**src/rtl/pipe_hazard_ctrl.sv**
```systemverilog
// Hazard detection and forwarding control for a classic five-stage pipeline.
// Shadows the EX/MEM/WB stages to decide load-use stalls and operand bypass selects.
module pipe_hazard_ctrl (
  input  logic        clk,
  input  logic        reset,
  input  logic        id_valid,
  input  logic [4:0]  id_rs,
  input  logic [4:0]  id_rt,
  input  logic        id_use_rs,
  input  logic        id_use_rt,
  input  logic [4:0]  id_dst,
  input  logic        id_regwrite,
  input  logic        id_mem2reg,
  input  logic        id_memwrite,
  input  logic        flush,
  output logic        stall,
  output logic        bubble,
  output logic [1:0]  fwd_a,
  output logic [1:0]  fwd_b,
  output logic        fwd_mem,
  output logic [15:0] stall_cnt
);

  typedef struct packed {
    logic       valid;
    logic [4:0] rs;
    logic [4:0] rt;
    logic [4:0] dst;
    logic       regwrite;
    logic       mem2reg;
    logic       memwrite;
  } stage_t;

  stage_t id_s, ex_q, mem_q, wb_q;
  logic   ex_load, hit_rs, hit_rt, store_data_only;
  logic   unused_wb;

  // Register 0 is hardwired, so it never counts as a produced value.
  function automatic logic writes(stage_t s, logic [4:0] r);
    return s.valid && s.regwrite && (s.dst == r) && (r != 5'd0);
  endfunction

  function automatic logic [1:0] fwd_sel(logic [4:0] r, stage_t ex, stage_t mem, stage_t wb);
    logic [1:0] sel;
    sel = 2'b00;
    if (ex.valid) begin
      if (writes(mem, r) && !mem.mem2reg)
        sel = 2'b10;
      else if (writes(wb, r))
        sel = 2'b01;
    end
    return sel;
  endfunction

  always_comb begin
    id_s          = '0;
    id_s.valid    = 1'b1;
    id_s.rs       = id_rs;
    id_s.rt       = id_rt;
    id_s.dst      = id_dst;
    id_s.regwrite = id_regwrite;
    id_s.mem2reg  = id_mem2reg;
    id_s.memwrite = id_memwrite;
  end

  // A store whose only dependency on the EX load is its data operand is
  // served later by the MEM-stage bypass, so it proceeds without stalling.
  always_comb begin
    ex_load         = ex_q.valid && ex_q.mem2reg && (ex_q.dst != 5'd0);
    hit_rs          = id_use_rs && (id_rs == ex_q.dst);
    hit_rt          = id_use_rt && (id_rt == ex_q.dst);
    store_data_only = id_memwrite && hit_rt && !hit_rs;
    stall           = !flush && id_valid && ex_load && (hit_rs || hit_rt) && !store_data_only;
    bubble          = stall || flush;
    fwd_a           = fwd_sel(ex_q.rs, ex_q, mem_q, wb_q);
    fwd_b           = fwd_sel(ex_q.rt, ex_q, mem_q, wb_q);
    fwd_mem         = mem_q.valid && mem_q.memwrite && (mem_q.rt != 5'd0) &&
                      wb_q.mem2reg && writes(wb_q, mem_q.rt);
  end

  always_ff @(posedge clk) begin
    if (reset) begin
      ex_q      <= '0;
      mem_q     <= '0;
      wb_q      <= '0;
      stall_cnt <= '0;
    end else begin
      wb_q  <= mem_q;
      mem_q <= ex_q;
      ex_q  <= (id_valid && !stall && !flush) ? id_s : '0;
      if (stall && (stall_cnt != 16'hFFFF))
        stall_cnt <= stall_cnt + 16'd1;
    end
  end

  assign unused_wb = ^{wb_q.rs, wb_q.rt, wb_q.memwrite};

endmodule
```
**config.mk**
```make
export PLATFORM = sky130hd
export DESIGN_NAME = pipe_hazard_ctrl
export DESIGN_NICKNAME = d
export VERILOG_FILES = /design/src/rtl/pipe_hazard_ctrl.sv
export SDC_FILE = /design/constraint.sdc
export NUM_CORES = 1
export LEC_CHECK = 0
export CELL_PAD_IN_SITES_DETAIL_PLACEMENT = 1
export CELL_PAD_IN_SITES_GLOBAL_PLACEMENT = 1
export CORE_MARGIN = 5
export CORE_UTILIZATION = 43
export DETAILED_ROUTE_END_ITERATION = 6
export DONT_BUFFER_PORTS = 1
export GPL_ROUTABILITY_DRIVEN = 0
export PLACE_DENSITY_LB_ADDON = 0.2
export SLEW_MARGIN = 20
export SYNTH_ARGS = -nofsm -noshare
export SYNTH_HDL_FRONTEND = slang
export SYNTH_SLANG_ARGS = --single-unit
```
**constraint.sdc**
```tcl
create_clock -name clk -period 1.8 [get_ports clk]
set_clock_uncertainty 0.1 [all_clocks]
set_input_delay 0.36 -clock clk [delete_from_list [all_inputs] [get_ports clk]]
set_output_delay 0.36 -clock clk [all_outputs]
set_load 0.01 [all_outputs]
```
* Yosys cells after proc, flatten, opt, wreduce, memory -nomap -nowiden *
Cells that the tools add are included.

storage, ports and cells
  register bits after elaboration = 57
  output and inout bits = 23
  word-level logic and storage cells = 78

cells by class
  $add $sub $neg = 1
  equal/unequal tests = 8
  mux-type cells = 7
  bitwise operators = 1
  reductions and logical operators = 43

operators with widths
  kind                                                              count
  5-bit equality test                                               7
  1-bit logical AND                                                 31
  5-bit nonzero test                                                4
  19-bit 2-to-1 mux                                                 1
  16-bit by 1-bit adder with 16-bit output (second input constant)  1
  16-bit inequality test (second input constant)                    1
  2-bit 2-to-1 mux                                                  4
  1-bit logical NOT                                                 5
  1-bit logical OR                                                  2
  1-bit 2-to-1 mux                                                  2
  2-bit OR reduction                                                1
  1-bit NOT                                                         1

* Depth between registers and ports, before layout *
  depth in word-level cells = 11
  mapped depth = 7
  gate-level depth less buffers = 6

* Worst setup path before layout *
OpenSTA, ideal clock, no wires.

  path type = register to register
  start = register stall_cnt[0]
  end = register stall_cnt[8]
  library setup time = 0.123 ns
  arrival time = 1.829 ns
  slack = -0.253 ns
  stages on the path, launching flop included = 7
  path buffers = 0
  path through = dfxtp_1 ha_1 and3_1 a31oi_2 nand2_2 or3_1 mux2_1

on the way
  longest elaborated chain between the ends = 2
  elaborated cells on any way between the ends = 3
  those cells by class = add/sub (1); eq/ne (1); reduce/logical (1)

RTL lines
  item                                                                                              line  text
  from (decl)                                                                                       21    output logic [15:0] stall_cnt
  from (signal assigned)                                                                            92    stall_cnt <= stall_cnt + 16'd1;
  parallel branches: the longest is 2 deep, another holds 16-bit by 1-bit adder with 16-bit output  n/a

Several ways; the timed one is not identified.
A chain may end at the register's enable or synchronous reset.

* Worst setup path in the final report *
  start = register ex_q[7] (netlist bit)
  end = output bubble

on the way
  longest elaborated chain between the ends = 7
  elaborated cells on any way between the ends = 15
  those cells by class = eq/ne (2); reduce/logical (13)

RTL lines
  item                                                    line    text
  from (decl)                                             34      stage_t id_s, ex_q, mem_q, wb_q;
  from (signal assigned)                                  90      ex_q <= (id_valid && !stall && !flush) ? id_s : '0;
  5-bit equality test, on equally long branches           71, 70
  1-bit logical AND, on equally long branches             71, 70
  1-bit logical AND or 1-bit logical NOT (tied branches)  72      store_data_only = id_memwrite && hit_rt && !hit_rs;
  1-bit logical AND                                       72
  1-bit logical NOT                                       73      stall = !flush && id_valid && ex_load && (hit_rs || hit_rt) && !store_data_only;
  1-bit logical AND *                                     73
  1-bit logical OR *                                      74      bubble = stall || flush;
  to (decl)                                               17      output logic bubble,

Mark *: on every way between the ends. The rest lies on a longest branch, timed or not.

==> out/metrics.cfg <==
[final_layout]
synthToLayoutAreaGrowth_pct=43.0
mostFrequentLayoutCells=buf_4 (46), dfxtp_1 (36), nor2b_1 (26)
n_antenna_cell=0
final_net_count=331
final_util=0.626
fill_cells=601
final_common_cell=buf_4
drive_gt1_frac=0.428

[synthesis]
syn_nets=269
synth_area_per_cell_um2=9.82
syn_area_um2=2400
synth-seq-cells=57
syn_inst=244
ys_seq_area_frac=0.476
yosys_warnings=0
ys_types=35

[clocking]
cts-root-buf=clkbuf_8
cts_buffers=9
cts_num_sinks=57
clock_path_buffers=2
cts_tree=yes
clock_latency_ns=0.35
htree_levels=3
clk_pin_slew_ns=0.07

[power_and_ir_drop]
pwr-share-comb=0.060
p_leak_nw=1.35
ir_worst_vdd_mv=0.626
clock_power_share=0.466
power.switching_mw=0.620
p_sw_frac=0.226
power_density_nw_per_um2=800
power_mw=2.74
p_int_mw=2.12
seqPwrFrac=0.474

[placement]
port_buffers=0
pre_cts_slack_ns=-0.255
dp_hpwl_mm=4.39

[setup_path]
required_ns=1.34
critPathKind=register to output pin
crit_fanout=3
setup.worst_path.start_class=register
cp.arrival_ns=1.79
worstSetupEndpointType=output pin

[timing]
setup_viol=42
fmax_ghz=0.444
maxSlewHeadroom=0.761
finalMaxSlewViolations=0
tightest_slew_ns=0.355
fin_ws_ns=-0.451
post-route-period-util=1.25
tns_ns=-12.88
finalHoldViolCount=0
period_minus_slack_ns=2.25
rsz0062_at_grt=true

[global_route]
grt_pass1_wl_mm=11.7
grt_remaining_overflow=0
grt_pass1_vias=2217
grt.total_usage=0.215
antenna_found_initial=0
grt_max_degree=36

[die]
rows=27
die_y_um=84.6
die-width_um=84.6
die-area_um2=7160
start_util=0.438
ioPinCount=47
core_um2=5470

[routing]
drt_iter0_drc=147
drtAntennaViolNets=0
drt-vias-per-instance=5.37
wl_per_cell_um=20.0
firstDrtPassIters=4
postRouteWirelength_mm=7.67
drc_errors=0
vias=2055

[run_status]
status=finished with violations
violations=negative setup slack

[flow_run]
maxCapViolations=0

[hold_path]
min_path_type=primary input to register

-- layer usage --
metal / vias to the layer above / track usage / part of all wire
met3: 10 / 0.0716 / 0.046
met1: 1030 / 0.267 / 0.44
met5: - / 0 / 0
li1: 972 / - / -
met2: 43 / 0.341 / 0.49
met4: 0 / 0.0878 / 0.016
-- power by group through the flow --
stage	sequential (mW)	combinational [mW]	clock, mW
6_report	1.30	0.164	1.28
4_1_cts	1.30	0.152	1.27
3_3_place_gp	1.33	0.106	0
3_5_place_dp	1.33	0.109	0
5_1_grt	1.30	0.176	1.38
2_1_floorplan	1.32	0.0866	0
-- final cells by class --
| cell class | instances | area, µm² | share of cell area |
|---|---|---|---|
| Timing Repair Buffer | 55 | 467 | 0.136 |
| Multi-Input combinational cell | 181 | 1490 | 0.433 |
| Sequential cell | 57 | 1170 | 0.341 |
| Clock inverter | 2 | 35.0 | 0.0102 |
| Inverter | 2 | 7.51 | 0.00219 |
| Tap cell | 72 | 90.1 | 0.0263 |
| Clock buffer | 14 | 173 | 0.0504 |
-- state kept, by name (all words and copies together) (netlist names) --
register / count
ex_q: 19
mem_q: 14
stall_cnt: 16
wb_q: 8
-- repair_timing --
item                                   CTS  global route
resized for setup                       32            26
hold buffers                             1             0
pin swaps                                9            10
endpoints found under the hold margin   35             0
gates cloned                             1             1
setup endpoints to repair               42            42
buffers inserted                        10             2
-- final timing paths --
kind | start | endpoint | slack [ns] | cells after the start
worst min-delay path | id_rt[3] | ex_q[11] | 0.03 | 1
worst min register to register | ex_q[2] | mem_q[2] | 0.35 | 1
worst max register to register | ex_q[7] | stall_cnt[12] | -0.38 | 9
worst max-delay path | ex_q[7] | bubble | -0.45 | 4
-- synth_stat cells --
cell       instances  area, µm²
dfxtp_1           57       1140
xnor2_1           30        263
nor2b_1           27        169
and2_1            20        125
nand4_1           12       75.1
nor2_1            10       37.5
a21oi_1            9       45.0
nand2_1            8       30.0
o21ai_0            8       40.0
nand3_1            7       35.0
or3_1              7       43.8
xor2_1             7       61.3
nor4_1             6       37.5
or4_1              5       37.5
and3_1             4       25.0
clkbuf_1           4       15.0
and4_1             2       17.5
inv_1              2       7.51
mux2_1             2       22.5
nor3_1             2       10.0
a31oi_1            1       6.26
a31oi_2            1       12.5
and4b_1            1       10.0
buf_6              1       11.3
ha_1               1       12.5
mux2i_1            1       10.0
nand2_2            1       6.26
nand3b_1           1       7.51
nand4_2            1       12.5
nor2b_2            1       8.76
nor3b_4            1       18.8
o2111ai_2          1       15.0
o22ai_2            1       12.5
o31ai_1            1       7.51
or2_2              1       6.26
-- critical path, stage by stage, from the launching register on --
cell and delay (ns):
dfxtp_2 0.32, or4_4 0.55, o2111ai_4 0.25, nor2b_4 0.08, or2_4 0.24
-- stage by stage --
step	cell area, µm²	hold slack, ns	cells
floorplan	2480	0.314	244
global placement	2860	0.324	352
detailed placement	2860	0.325	352
CTS	3310	0.0203	380
global route	3430	0.00504	383
finish	3430	0.0339	383
-- cell families after synthesis --
| kind of cell | share of synthesized area |
|---|---|
| adders and majority gates | 0.00522 |
| AOI/OAI and AO/OA | 0.0580 |
| and+or+nand+nor | 0.298 |
| xor gates and xnor gates | 0.135 |
| DFF | 0.476 |
| buffers and inverters | 0.0141 |
| muxes | 0.0136 |
Power figures use the tool's default switching activity.
